$ cat config.mk
export PLATFORM = sky130hd
export DESIGN_NAME = datapath_pipe
export DESIGN_NICKNAME = d
export VERILOG_FILES = /design/src/rtl/datapath_pkg.sv /design/src/rtl/datapath_pipe_alu_core.sv /design/src/rtl/datapath_pipe.sv
export SDC_FILE = /design/constraint.sdc
export NUM_CORES = 1
export LEC_CHECK = 0
export ABC_AREA = 1
export CAP_MARGIN = 30
export CORE_MARGIN = 2
export CORE_UTILIZATION = 60
export DETAILED_ROUTE_END_ITERATION = 6
export GPL_TIMING_DRIVEN = 0
export PLACE_DENSITY_LB_ADDON = 0.1
export SLEW_MARGIN = 0
export SYNTH_ARGS = -nofsm -noshare
export SYNTH_HDL_FRONTEND = slang
export SYNTH_HIERARCHICAL = 1
export SYNTH_SLANG_ARGS = --single-unit
$ cat constraint.sdc
create_clock -name clk_i -period 3.5 [get_ports clk_i]
set_clock_uncertainty 0.2 [all_clocks]
set_input_delay 0.875 -clock clk_i [delete_from_list [all_inputs] [get_ports clk_i]]
set_output_delay 0.875 -clock clk_i [all_outputs]
set_load 0.05 [all_outputs]
$ cat src/rtl/datapath_pkg.sv
// Shared definitions for the pipelined datapath: ALU op encodings and flag bit positions.
package datapath_pkg;

  typedef enum logic [2:0] {
    OP_ADD = 3'd0,
    OP_SUB = 3'd1,
    OP_AND = 3'd2,
    OP_OR  = 3'd3,
    OP_XOR = 3'd4,
    OP_NOT = 3'd5,
    OP_MOV = 3'd6,
    OP_INC = 3'd7
  } alu_op_e;

  localparam int FLAG_O = 0;
  localparam int FLAG_Z = 1;
  localparam int FLAG_N = 2;
  localparam int FLAG_W = 3;

  function automatic logic isArith(alu_op_e op);
    return (op == OP_ADD) || (op == OP_SUB) || (op == OP_INC);
  endfunction

endpackage

$ cat src/rtl/datapath_pipe_alu_core.sv
// Combinational ALU for datapath_pipe: result plus overflow / zero / negative flags.
module alu_core
  import datapath_pkg::*;
#(
  parameter int N = 8
) (
  input  logic [N-1:0] a_i,
  input  logic [N-1:0] b_i,
  input  alu_op_e      op_i,
  output logic [N-1:0] result_o,
  output logic         o_o,
  output logic         z_o,
  output logic         n_o
);

  logic [N-1:0] res;
  logic         ovf;

  // Signed overflow only exists for the arithmetic ops; logic ops and MOV never set it.
  always_comb begin
    res = '0;
    ovf = 1'b0;
    case (op_i)
      OP_ADD: begin
        res = a_i + b_i;
        ovf = (a_i[N-1] == b_i[N-1]) && (res[N-1] != a_i[N-1]);
      end
      OP_SUB: begin
        res = a_i - b_i;
        ovf = (a_i[N-1] != b_i[N-1]) && (res[N-1] != a_i[N-1]);
      end
      OP_AND: res = a_i & b_i;
      OP_OR:  res = a_i | b_i;
      OP_XOR: res = a_i ^ b_i;
      OP_NOT: res = ~a_i;
      OP_MOV: res = a_i;
      OP_INC: begin
        res = a_i + {{(N-1){1'b0}}, 1'b1};
        ovf = !a_i[N-1] && res[N-1];
      end
      default: begin
        res = '0;
        ovf = 1'b0;
      end
    endcase
  end

  assign result_o = res;
  assign o_o      = ovf && isArith(op_i);
  assign z_o      = (res == '0);
  assign n_o      = res[N-1];

endmodule

$ cat src/rtl/datapath_pipe.sv
// Two-stage pipelined datapath: S1 reads the register file into S2 operand regs, S2 executes and writes back.
// Build option: define FORWARD_EN to forward the in-flight S2 write instead of stalling issue for one cycle.
module datapath_pipe
  import datapath_pkg::*;
#(
  parameter int M = 3,
  parameter int N = 8
) (
  input  logic         clk_i,
  input  logic         rst_ni,
  input  logic         in_valid_i,
  output logic         in_ready_o,
  input  logic [2:0]   op_i,
  input  logic         ie_i,
  input  logic         write_i,
  input  logic [M-1:0] waddr_i,
  input  logic [M-1:0] ra_i,
  input  logic [M-1:0] rb_i,
  input  logic         bypassa_i,
  input  logic         bypassb_i,
  input  logic [N-1:0] din_i,
  input  logic [N-1:0] offset_i,
  output logic [N-1:0] dout_o,
  output logic         dout_valid_o,
  output logic         o_flag_o,
  output logic         z_flag_o,
  output logic         n_flag_o
);

  localparam int DEPTH = 1 << M;

  logic [N-1:0]      rf_q [DEPTH];

  logic              s2Valid_q;
  alu_op_e           s2Op_q;
  logic              s2Ie_q;
  logic              s2Write_q;
  logic [M-1:0]      s2Waddr_q;
  logic [N-1:0]      s2Din_q;
  logic [N-1:0]      s2A_q;
  logic [N-1:0]      s2B_q;

  logic [N-1:0]      dout_q;
  logic              doutValid_q;
  logic [FLAG_W-1:0] flags_q;

  logic [N-1:0]      aluResult;
  logic              aluO;
  logic              aluZ;
  logic              aluN;
  logic [N-1:0]      s2WrData;

  logic              hazardA;
  logic              hazardB;
  logic              fwdA;
  logic              fwdB;
  logic              issue;
  logic [N-1:0]      opA_d;
  logic [N-1:0]      opB_d;

  alu_core #(.N(N)) u_alu (
    .a_i      (s2A_q),
    .b_i      (s2B_q),
    .op_i     (s2Op_q),
    .result_o (aluResult),
    .o_o      (aluO),
    .z_o      (aluZ),
    .n_o      (aluN)
  );

  assign s2WrData = s2Ie_q ? s2Din_q : aluResult;

  // A bypassed operand never touches the RF, so it can never be hazarded.
  assign hazardA = s2Valid_q && s2Write_q && !bypassa_i && (ra_i == s2Waddr_q);
  assign hazardB = s2Valid_q && s2Write_q && !bypassb_i && (rb_i == s2Waddr_q);

`ifdef FORWARD_EN
  assign in_ready_o = 1'b1;
  assign fwdA       = hazardA;
  assign fwdB       = hazardB;
`else
  assign in_ready_o = !(in_valid_i && (hazardA || hazardB));
  assign fwdA       = 1'b0;
  assign fwdB       = 1'b0;
`endif

  assign issue = in_valid_i && in_ready_o;

  always_comb begin
    opA_d = rf_q[ra_i];
    opB_d = rf_q[rb_i];
    if (fwdA) opA_d = s2WrData;
    if (fwdB) opB_d = s2WrData;
    if (bypassa_i) opA_d = offset_i;
    if (bypassb_i) opB_d = offset_i;
  end

  always_ff @(posedge clk_i or negedge rst_ni) begin
    if (!rst_ni) begin
      for (int i = 0; i < DEPTH; i++) rf_q[i] <= '0;
    end else if (s2Valid_q && s2Write_q) begin
      rf_q[s2Waddr_q] <= s2WrData;
    end
  end

  // Payload regs only load on issue; s2Valid_q alone marks a bubble.
  always_ff @(posedge clk_i or negedge rst_ni) begin
    if (!rst_ni) begin
      s2Valid_q <= 1'b0;
      s2Op_q    <= OP_ADD;
      s2Ie_q    <= 1'b0;
      s2Write_q <= 1'b0;
      s2Waddr_q <= '0;
      s2Din_q   <= '0;
      s2A_q     <= '0;
      s2B_q     <= '0;
    end else begin
      s2Valid_q <= issue;
      if (issue) begin
        s2Op_q    <= alu_op_e'(op_i);
        s2Ie_q    <= ie_i;
        s2Write_q <= write_i;
        s2Waddr_q <= waddr_i;
        s2Din_q   <= din_i;
        s2A_q     <= opA_d;
        s2B_q     <= opB_d;
      end
    end
  end

  // Input-enable instructions only load the RF; dout and flags keep the last ALU result.
  always_ff @(posedge clk_i or negedge rst_ni) begin
    if (!rst_ni) begin
      dout_q      <= '0;
      doutValid_q <= 1'b0;
      flags_q     <= '0;
    end else begin
      doutValid_q <= s2Valid_q && !s2Ie_q;
      if (s2Valid_q && !s2Ie_q) begin
        dout_q          <= aluResult;
        flags_q[FLAG_O] <= aluO;
        flags_q[FLAG_Z] <= aluZ;
        flags_q[FLAG_N] <= aluN;
      end
    end
  end

  assign dout_o       = dout_q;
  assign dout_valid_o = doutValid_q;
  assign o_flag_o     = flags_q[FLAG_O];
  assign z_flag_o     = flags_q[FLAG_Z];
  assign n_flag_o     = flags_q[FLAG_N];

endmodule

==> summary.txt <==
STA
  • Hold slack: roughly 280 ps
  • Hold Vio Cnt, Final: 0
  • Final Max Slew Viols: 0
  • Slew HR: between 40% and 50%
  • Fmax: 304 MHz
  • Setup TNS: 0 ps
  • Final min period: 3290 ps
  • RSZ-0062 raised after global routing: false
  • Worst slew pin tran: 882 ps
  • Final period utilization: 94.1%
  • Setup Viol. Count Final: 0

Global route
  • Largest net degree at the start of global routing: 68
  • Vias in the first global route: roughly 6800
  • Grt ovf: 0
  • Initial antenna violation count: 0
  • GRT Overall Usage: about a third
  • First-pass GRT wire length: approximately 34000 um

Placement
  • Post-DP HPWL: 16500 um
  • Final GP Congestion: a little over 1
  • Port Buf Inserts: 39

Setup path
  • Max Fanout on Critical Path: 10
  • CP endpoint kind: output port
  • R2r worst-path depth: 13
  • CP Launch Type: primary input
  • Critical path class: primary input to output port
  • Capture point of the critical path: in_ready_o
  • Worst r2r dst: rf_q[14]
  • Reg-to-reg startpoint: s2A_q[3]
  • Crit path DAT: 2220 ps
  • Register-to-register setup slack: 260 ps
  • Worst EP required: 2420 ps
  • CP Launch Point: bypassa_i

Power
  • P_leak: 4.43 nW
  • VDD IR-drop max: 339 uV
  • Power per cell area: 579 nW/um^2

Synth
  • Yosys warnings: 6
  • Synth Flop Type: dfrtp_1
  • Post-synthesis average cell area: 6.66 um^2
  • Largest cells by area after synthesis: dfrtp_1 37%, nand2_1 22%, nand3_1 11%, inv_1 7.0%, o21ai_0 5.7%
  • Seq cells post-synth: 109
  • Syn_nets: 1176
  • Netlist cell types: 37
  • Post-synthesis sequential area ratio: a little under two fifths
  • Syn Inst Count: 1114
  • Synth top area share: a little under two fifths
  • Mapped Area: 7420 um^2
  • Area leader, netlist: dfrtp_1
  • Synth async-reset ratio: 100%
  • EDFF count, synth: 0

Floorplanning
  • # IOs: 48
  • Overall die width: 115 um
  • Die span in y: 115 um
  • Rows: 40
  • Total die area: 13300 um^2
  • Core box area: 12100 um^2
  • Starting Density: approximately three fifths

Detailed routing
  • DRT iter0 DRCs: 972
  • Post-DRT Antenna Nets: 0
  • Remaining DRCs: 0
  • DRT Wirelength: around 21000 um
  • Drt via density: 5.57
  • Vias: ~7400
  • TritonRoute pass-1 iters: 6
  • Routed WL per cell: 16.0 um

Final layout
  • Final #Nets: 1227
  • Commonest non-fill, non-tap cell in the layout: nand2_1
  • Area of the multi-input gates: between 3000 and 4000 um^2
  • N_diodes: 0
  • Register area: 2730 um^2
  • Most frequent cells in the layout: 437 x nand2_1, 158 x nand3_1, 139 x inv_1, 109 x dfrtp_1, 84 x o21ai_0
  • Proportion of layout cells with a drive suffix above 1: 8.21%
  • Layout overhead on the synthesized area: 12.6%
  • Fillcell total: approximately 1100

Clocking
  • Hold buffer count at CTS: 0
  • CTS H-Tree Depth: 3
  • Clock input transition at the sequential cells of the worst setup and hold paths: 70 ps
  • Clk_lat worst skew: 360 ps
  • CTS Sinks: 109
  • Clk buf depth: 2
  • CTS tree: yes
  • Clock root buffer: clkbuf_16
  • Post-CTS setup buffer count: 0
  • Num CTS Buffers: 9

Hold path
  • Min-delay worst type: flop to flop

Run
  • Max-Cap Viols: 0

Outcome
  • Outcome: finished clean
sequential cells by signal (all words and copies together) (netlist names):
signal and flops:
rf_q 64, dout_o 8, s2A_q 8, s2B_q 8
s2Din_q 8, flags_q 3, s2Op_q 3, s2Waddr_q 3
dout_valid_o 1, s2Ie_q 1, s2Valid_q 1, s2Write_q 1
report_power, final:
group	total [mW]	switching, mW	leakage (nW)	internal (mW)
Combinational	1.94	1.31	2.88	0.632
Sequential	1.83	0.196	1.40	1.63
Clock	1.07	0.502	0.148	0.567
Total	4.84	2.01	4.43	2.83
metal layers:
| metal | vias up | wire length, um | global-route usage, % |
|---|---|---|---|
| li1 | 3589 | - | - |
| met1 | 3419 | 9670 | 49.9 |
| met2 | 392 | 8910 | 47.5 |
| met3 | 47 | 2340 | 9.80 |
| met4 | 0 | 469 | 9.16 |
| met5 | - | 0 | 0 |
synth_stat cells (all sizes together), types with 6 or more instances:
master and number:
nand4 10, clkbuf 11, buf 39, ha 25, inv 151, nor3 6
nand2 439, nor2 41, dfrtp 109, o21ai 90, a21oi 9, nand3 167
critical path, cell delays in order:
cell	delay, ps
clkbuf_1	420
nor2_1	130
nand3_2	130
nand2_2	80
nand2_1	60
dlygate4sd2_1	520
through the flow:
stage	instances	setup WS [ps]	total power [mW]	util (%)	cell area (um^2)
floorplan	1114	638	3.17	-	7420
detailed placement	1322	-61.4	3.74	66.7	8050
global route	1338	34.3	5.17	69.3	8350
CTS	1338	133	4.81	69.3	8350
finish	1338	208	4.84	69.3	8350
global placement	1321	-2720	3.70	66.5	8020
area by class of cell:
| class | instances | share of cell area [%] |
|---|---|---|
| Timing Repair Buffer | 40 | 4.96 |
| Inverter | 151 | 6.81 |
| Sequential cell | 109 | 32.6 |
| Tap cell | 168 | 2.52 |
| Clock buffer | 9 | 2.70 |
| Multi-Input combinational cell | 804 | 45.9 |
| Buffer | 50 | 3.46 |
| Clock inverter | 7 | 1.00 |
how the worst min path moves through the flow:
stage / end / slack [ps] / start / depth (start not counted)
after floorplan: s2Din_q[6] / 250 / s2Din_q[6] / 2
after global placement: s2Din_q[7] / 260 / s2Din_q[7] / 2
after detailed placement: flags_q[1] / 270 / flags_q[1] / 2
after CTS: flags_q[1] / 280 / flags_q[1] / 2
after global routing: flags_q[1] / 310 / flags_q[1] / 2
final: flags_q[0] / 280 / flags_q[0] / 2
what timing repair did:
| item | 4_1_cts | 5_1_grt |
|---|---|---|
| pin swaps | 0 | 0 |
| gates resized for setup | 1 | 1 |
| gates cloned | 0 | 0 |
| endpoints found under the setup margin | 1 | 4 |
cells by family after synthesis:
logic type | count (synthesis) | share of synthesized area, %
compound gates | 103 | 7.20
xor+xnor | 4 | 0.472
fa+ha+maj | 27 | 4.75
buf+inv | 201 | 11.6
flops | 109 | 36.8
simple gates | 670 | 39.3
Note: power is estimated with default switching activity, not from simulation.
==> patch 1 (same settings) <==
The option `FORWARD_EN` is turned on by a define.
--- a/src/rtl/datapath_pipe.sv
+++ b/src/rtl/datapath_pipe.sv
@@ -1,5 +1,7 @@
 // Two-stage pipelined datapath: S1 reads the register file into S2 operand regs, S2 executes and writes back.
 // Build option: define FORWARD_EN to forward the in-flight S2 write instead of stalling issue for one cycle.
+`define FORWARD_EN
+
 module datapath_pipe
   import datapath_pkg::*;
 #(
Behaviour: not the same (Yosys sat finds a counterexample within 4 cycles, from zero or initial values and one cycle with rst_ni low).
==> patch 1 against the original RTL <==
Maximum frequency increased by 0.31%. Die area up 1.9%. Hold slack worse by 5.7 ps. Utilization is 0.48 points lower. Final area grew 2.6%. Total power fell by 4.3%. Routed wire length up 8.2%. Sequential power shrank 4%. Synthesized cell count is 5.3% higher. Worst setup slack improved by 10 ps. Synthesized area increased by 2.0%. Sequential cell count unchanged. First-iteration DRC count up 16%. Largest cell class unchanged.
==> patch 1: results (changes against the original RTL) <==
Worst setup path
  – CP top delay family: compound AO/OA/AOI/OAI gates
  – Maximum net fanout on the critical path: 7 (-3)
  – Slowest CP cell: o21ai_1
  – Critical Path Start: s2A_q[0]
  – Crit path largest cell delay: 780 ps (+260 ps)
  – Worst EP arrival: 3360 ps (+1140 ps)

Logic synthesis
  – Netlist cell types: 34 (-8.1%)
  – Post-synthesis xor/xnor area fraction: 0% (-0.47 points)
  – Mean Syn Cell Area: 6.45 um2 (-3.1%)
  – Area contributors post-synth: dfrtp_1, nand2_1, nand3_1
  – Post-synthesis compound-gate area fraction: 8.38% (+1.2 points)
  – Post-synth top cells: nand2_1, nand3_1, inv_1
  – Post-synthesis adder-cell area fraction: 4.66% (-0.093 points)

Global route
  – Pin count of the biggest net entering global routing: 64 (-5.9%)
  – Total Routing Usage GR: 34.7% (+1.2 points)

Route
  – Initial detailed-routing violation count: 1,131 (+16%)
  – Routed wire length per instance: 16.5 um (+3.0%)
  – Routed vias/inst: 5.66 (+1.6%)

Placement
  – DPL Wire Length: 17,200 um (+4.3%)
  – Pre-CTS WS: -383 ps (-322 ps)
  – Placed inst area: 0.00819 mm2 (+1.8%)
  – DP Cell Count: 1,384 (+4.7%)
  – # port buffers: 38 (-2.6%)

STA
  – F_max: 305 MHz (+0.31%)
  – Slew headroom: 32.1% (-8.4 points)

Power
  – Leakage power: 0.00458 uW (+3.5%)
  – VDD IR max: 0.356 mV (+5.0%)

Run status
  – Status: completed

Final layout
  – Nets: 1,290 (+5.1%)
  – Share of cells above drive strength 1: 6.57% (-1.6 points)
  – Fill count: 1,176 (+6.1%)
[patch 1: cell types whose count changed after synthesis, moves of 5 or more]
cell,unedited run,this run
nand3_2,9,2
clkinv_1,0,7
nor2_1,34,48
inv_1,139,158
buf_4,9,4
nand3_1,158,174
buf_6,5,0
clkbuf_1,11,21
a21oi_1,8,27
inv_2,11,5
[patch 1: worst paths after layout]
kind                             end  slack (ps)  cells past startpoint
setup / recovery            rf_q[25]         220                     11
hold / removal             s2Op_q[2]         280                      2
setup reg to reg            rf_q[25]         220                     11
hold reg to reg            s2Op_q[2]         280                      2
max in group asynchronous   s2A_q[0]        2060                      2
min in group asynchronous   rf_q[61]         320                      1
[patch 1: per-layer routing]
layer	vias to the layer above	part of all wire, %	global-route usage (%)
met5	-	0	0
met3	57	11	5.50
met4	0	2.6	12.3
li1	3782	-	-
met1	3658	44	53.1
met2	449	43	49.8
[patch 1: repair_timing]
item,in CTS,in global routing
pin swaps,0,1
gates resized for setup,6,5
setup buffers,0,5
endpoints found under the hold margin,0,0
setup endpoints to repair,29,34
[patch 1: report_power, final]
part | leakage (uW) | switching [uW] | total, uW | internal [uW]
clock | 0.000145 | 483 | 1040 | 562
combinational | 0.00305 | 1260 | 1820 | 561
sequential | 0.00139 | 182 | 1760 | 1580
[patch 1: cell type report]
cell class	count	area [um2]	area share, %
multi-input cells	843	4010	46.8
flip-flops and latches	109	2730	31.8
inverters	172	651	7.59
repair buffers	44	443	5.17
clock buffers	10	229	2.67
plain buffers	49	224	2.61
well taps	172	215	2.51
clock inverters	6	71.3	0.832
[patch 1: worst register-to-register path, stage by stage, from the launching register on]
cell	delay (ps)
dfrtp_2	460
inv_1	140
ha_1	220
fa_1	420
nand3b_1	160
nand2_1	80
nor2_1	40
nand3_1	80
inv_1	70
o21ai_1	780
inv_1	280
o21ai_0	260
==> patch 2 (same flow settings) <==
Made on the original files. Remove the case item `OP_INC` of the case on `op_i`.
--- a/src/rtl/datapath_pipe_alu_core.sv
+++ b/src/rtl/datapath_pipe_alu_core.sv
@@ -34,10 +34,6 @@
       OP_XOR: res = a_i ^ b_i;
       OP_NOT: res = ~a_i;
       OP_MOV: res = a_i;
-      OP_INC: begin
-        res = a_i + {{(N-1){1'b0}}, 1'b1};
-        ovf = !a_i[N-1] && res[N-1];
-      end
       default: begin
         res = '0;
         ovf = 1'b0;
Function: changed (Yosys sat finds a counterexample within 4 cycles, from zero or initial values and one cycle with rst_ni low).
==> patch 2 against the original RTL <==
Sequential cell count did not move. Hold slack got worse by 1.1 ps. Synthesized cell count fell by 3.0%. Final area fell by 2.0%. Synthesized area fell by 2.0%. Worst setup slack improved by 11 ps. Critical path depth did not move. Clock power barely moved. Total power barely moved. Routed wire length fell by 3.9%. Via count fell by 3.3%. Critical endpoint unchanged.
==> patch 2: results (changes against the original RTL) <==
Route
  – WL met3: 1880 um (-20%)
  – Initial detailed-routing violation count: 708 (-27%)
  – Final wirelength: 20,600 um (-3.9%)
  – Metal2 WL: 8600 um (-3.4%)
  – Met1 WL: 9500 um (-1.8%)
  – Vias: 7,198 (-3.3%)

Power
  – Pint: 2860 uW (+1.0%)
  – Gate power share: 40.2% (about the same)
  – P_clk: 1070 uW (about the same)
  – Leakage power: 0.00439 uW (-0.88%)
  – VDD IR max: 0.320 mV (-5.8%)

Run status
  – Status: completed

Global route
  – GRT met1 Usage: 50.0% (+0.15 points)
  – Pin count of the biggest net entering global routing: 59 (-13%)
  – Met2 global-route usage: 46.7% (-0.82 points)
  – Vias in the first global route: 6,433 (-4.8%)
  – Total Routing Usage GR: 32.5% (-0.92 points)

Logic synthesis
  – Area contributors post-synth: dfrtp_1, nand2_1, nand3_1
  – Register area share after synthesis: 37.5% (+0.75 points)
  – Post-synthesis adder-cell area fraction: 4.51% (-0.25 points)
  – Mux cell area share after synthesis: 0.413% (+0.41 points)
  – Post-synth top cells: nand2_1, nand3_1, inv_1
  – Syn Nets: 1,141 (-3.0%)
  – Netlist cell types: 36 (-2.7%)
  – Post-synthesis compound-gate area fraction: 6.74% (-0.45 points)

Final layout
  – Share of cells above drive strength 1: 8.34% (+0.14 points)
  – Fill count: 1,102 (-0.54%)
  – Nets: 1,194 (-2.7%)
  – Post-Layout Cell Count: 1,286 (-3.9%)

Placement
  – DPL Wire Length: 16,000 um (-3.4%)
  – Placer Congestion: 1.01 (+0.52%)
## patch 2: cell types whose count changed after synthesis, sizes merged, moves of 3 or more
cell / before / now
nand3: 167 / 153
o21ai: 90 / 83
nor2: 41 / 35
inv: 151 / 146
nand4: 10 / 6
nor3: 6 / 10
mux2i: 0 / 3
## patch 2: timing repair
item,4_1_cts,5_1_grt
resized for setup,1,2
setup buffers,0,0
endpoints found under the setup margin,1,5
gates cloned,0,0
## patch 2: final timing paths
| path | slack (ps) | from | to |
|---|---|---|---|
| min reg2reg | 280 | flags_q[0] | flags_q[0] |
| max | 220 | bypassa_i | in_ready_o |
| max reg2reg | 330 | s2A_q[0] | rf_q[28] |
| max in group asynchronous | 2030 | rst_ni | s2B_q[2] |
| min in group asynchronous | 350 | rst_ni | rf_q[31] |
| min | 280 | flags_q[0] | flags_q[0] |
## patch 2: layout make-up
type                       count  area [um2]  share of cell area (%)
multi-input combinational    774        3670                    44.8
sequential                   109        2730                    33.3
inverter                     146         556                    6.78
timing repair buffer          42         424                    5.18
buffer                        52         318                    3.88
clock buffer                  10         239                    2.92
tap                          147         184                    2.25
clock inverter                 6        68.8                   0.840
## patch 2: through the flow
stage / hold slack (ps) / utilization (%) / total power, uW / TNS (ps) / cell area [um2]
2_1_floorplan: 249 / - / 3170 / 0 / 7270
6_report: 280 / 68.7 / 4840 / 0 / 8190
5_1_grt: 297 / 68.7 / 5140 / 0 / 8190
3_3_place_gp: 263 / 65.9 / 3700 / -294730 / 7850
4_1_cts: 285 / 68.7 / 4810 / 0 / 8190
3_5_place_dp: 266 / 66.2 / 3750 / -21.4 / 7880
## patch 2: critical path, cell delays in order
cell and delay [ps]:
clkbuf_1 410, nor2_1 120, nand3_2 130, nand2_2 80, nand2_1 60, dlygate4sd2_1 520
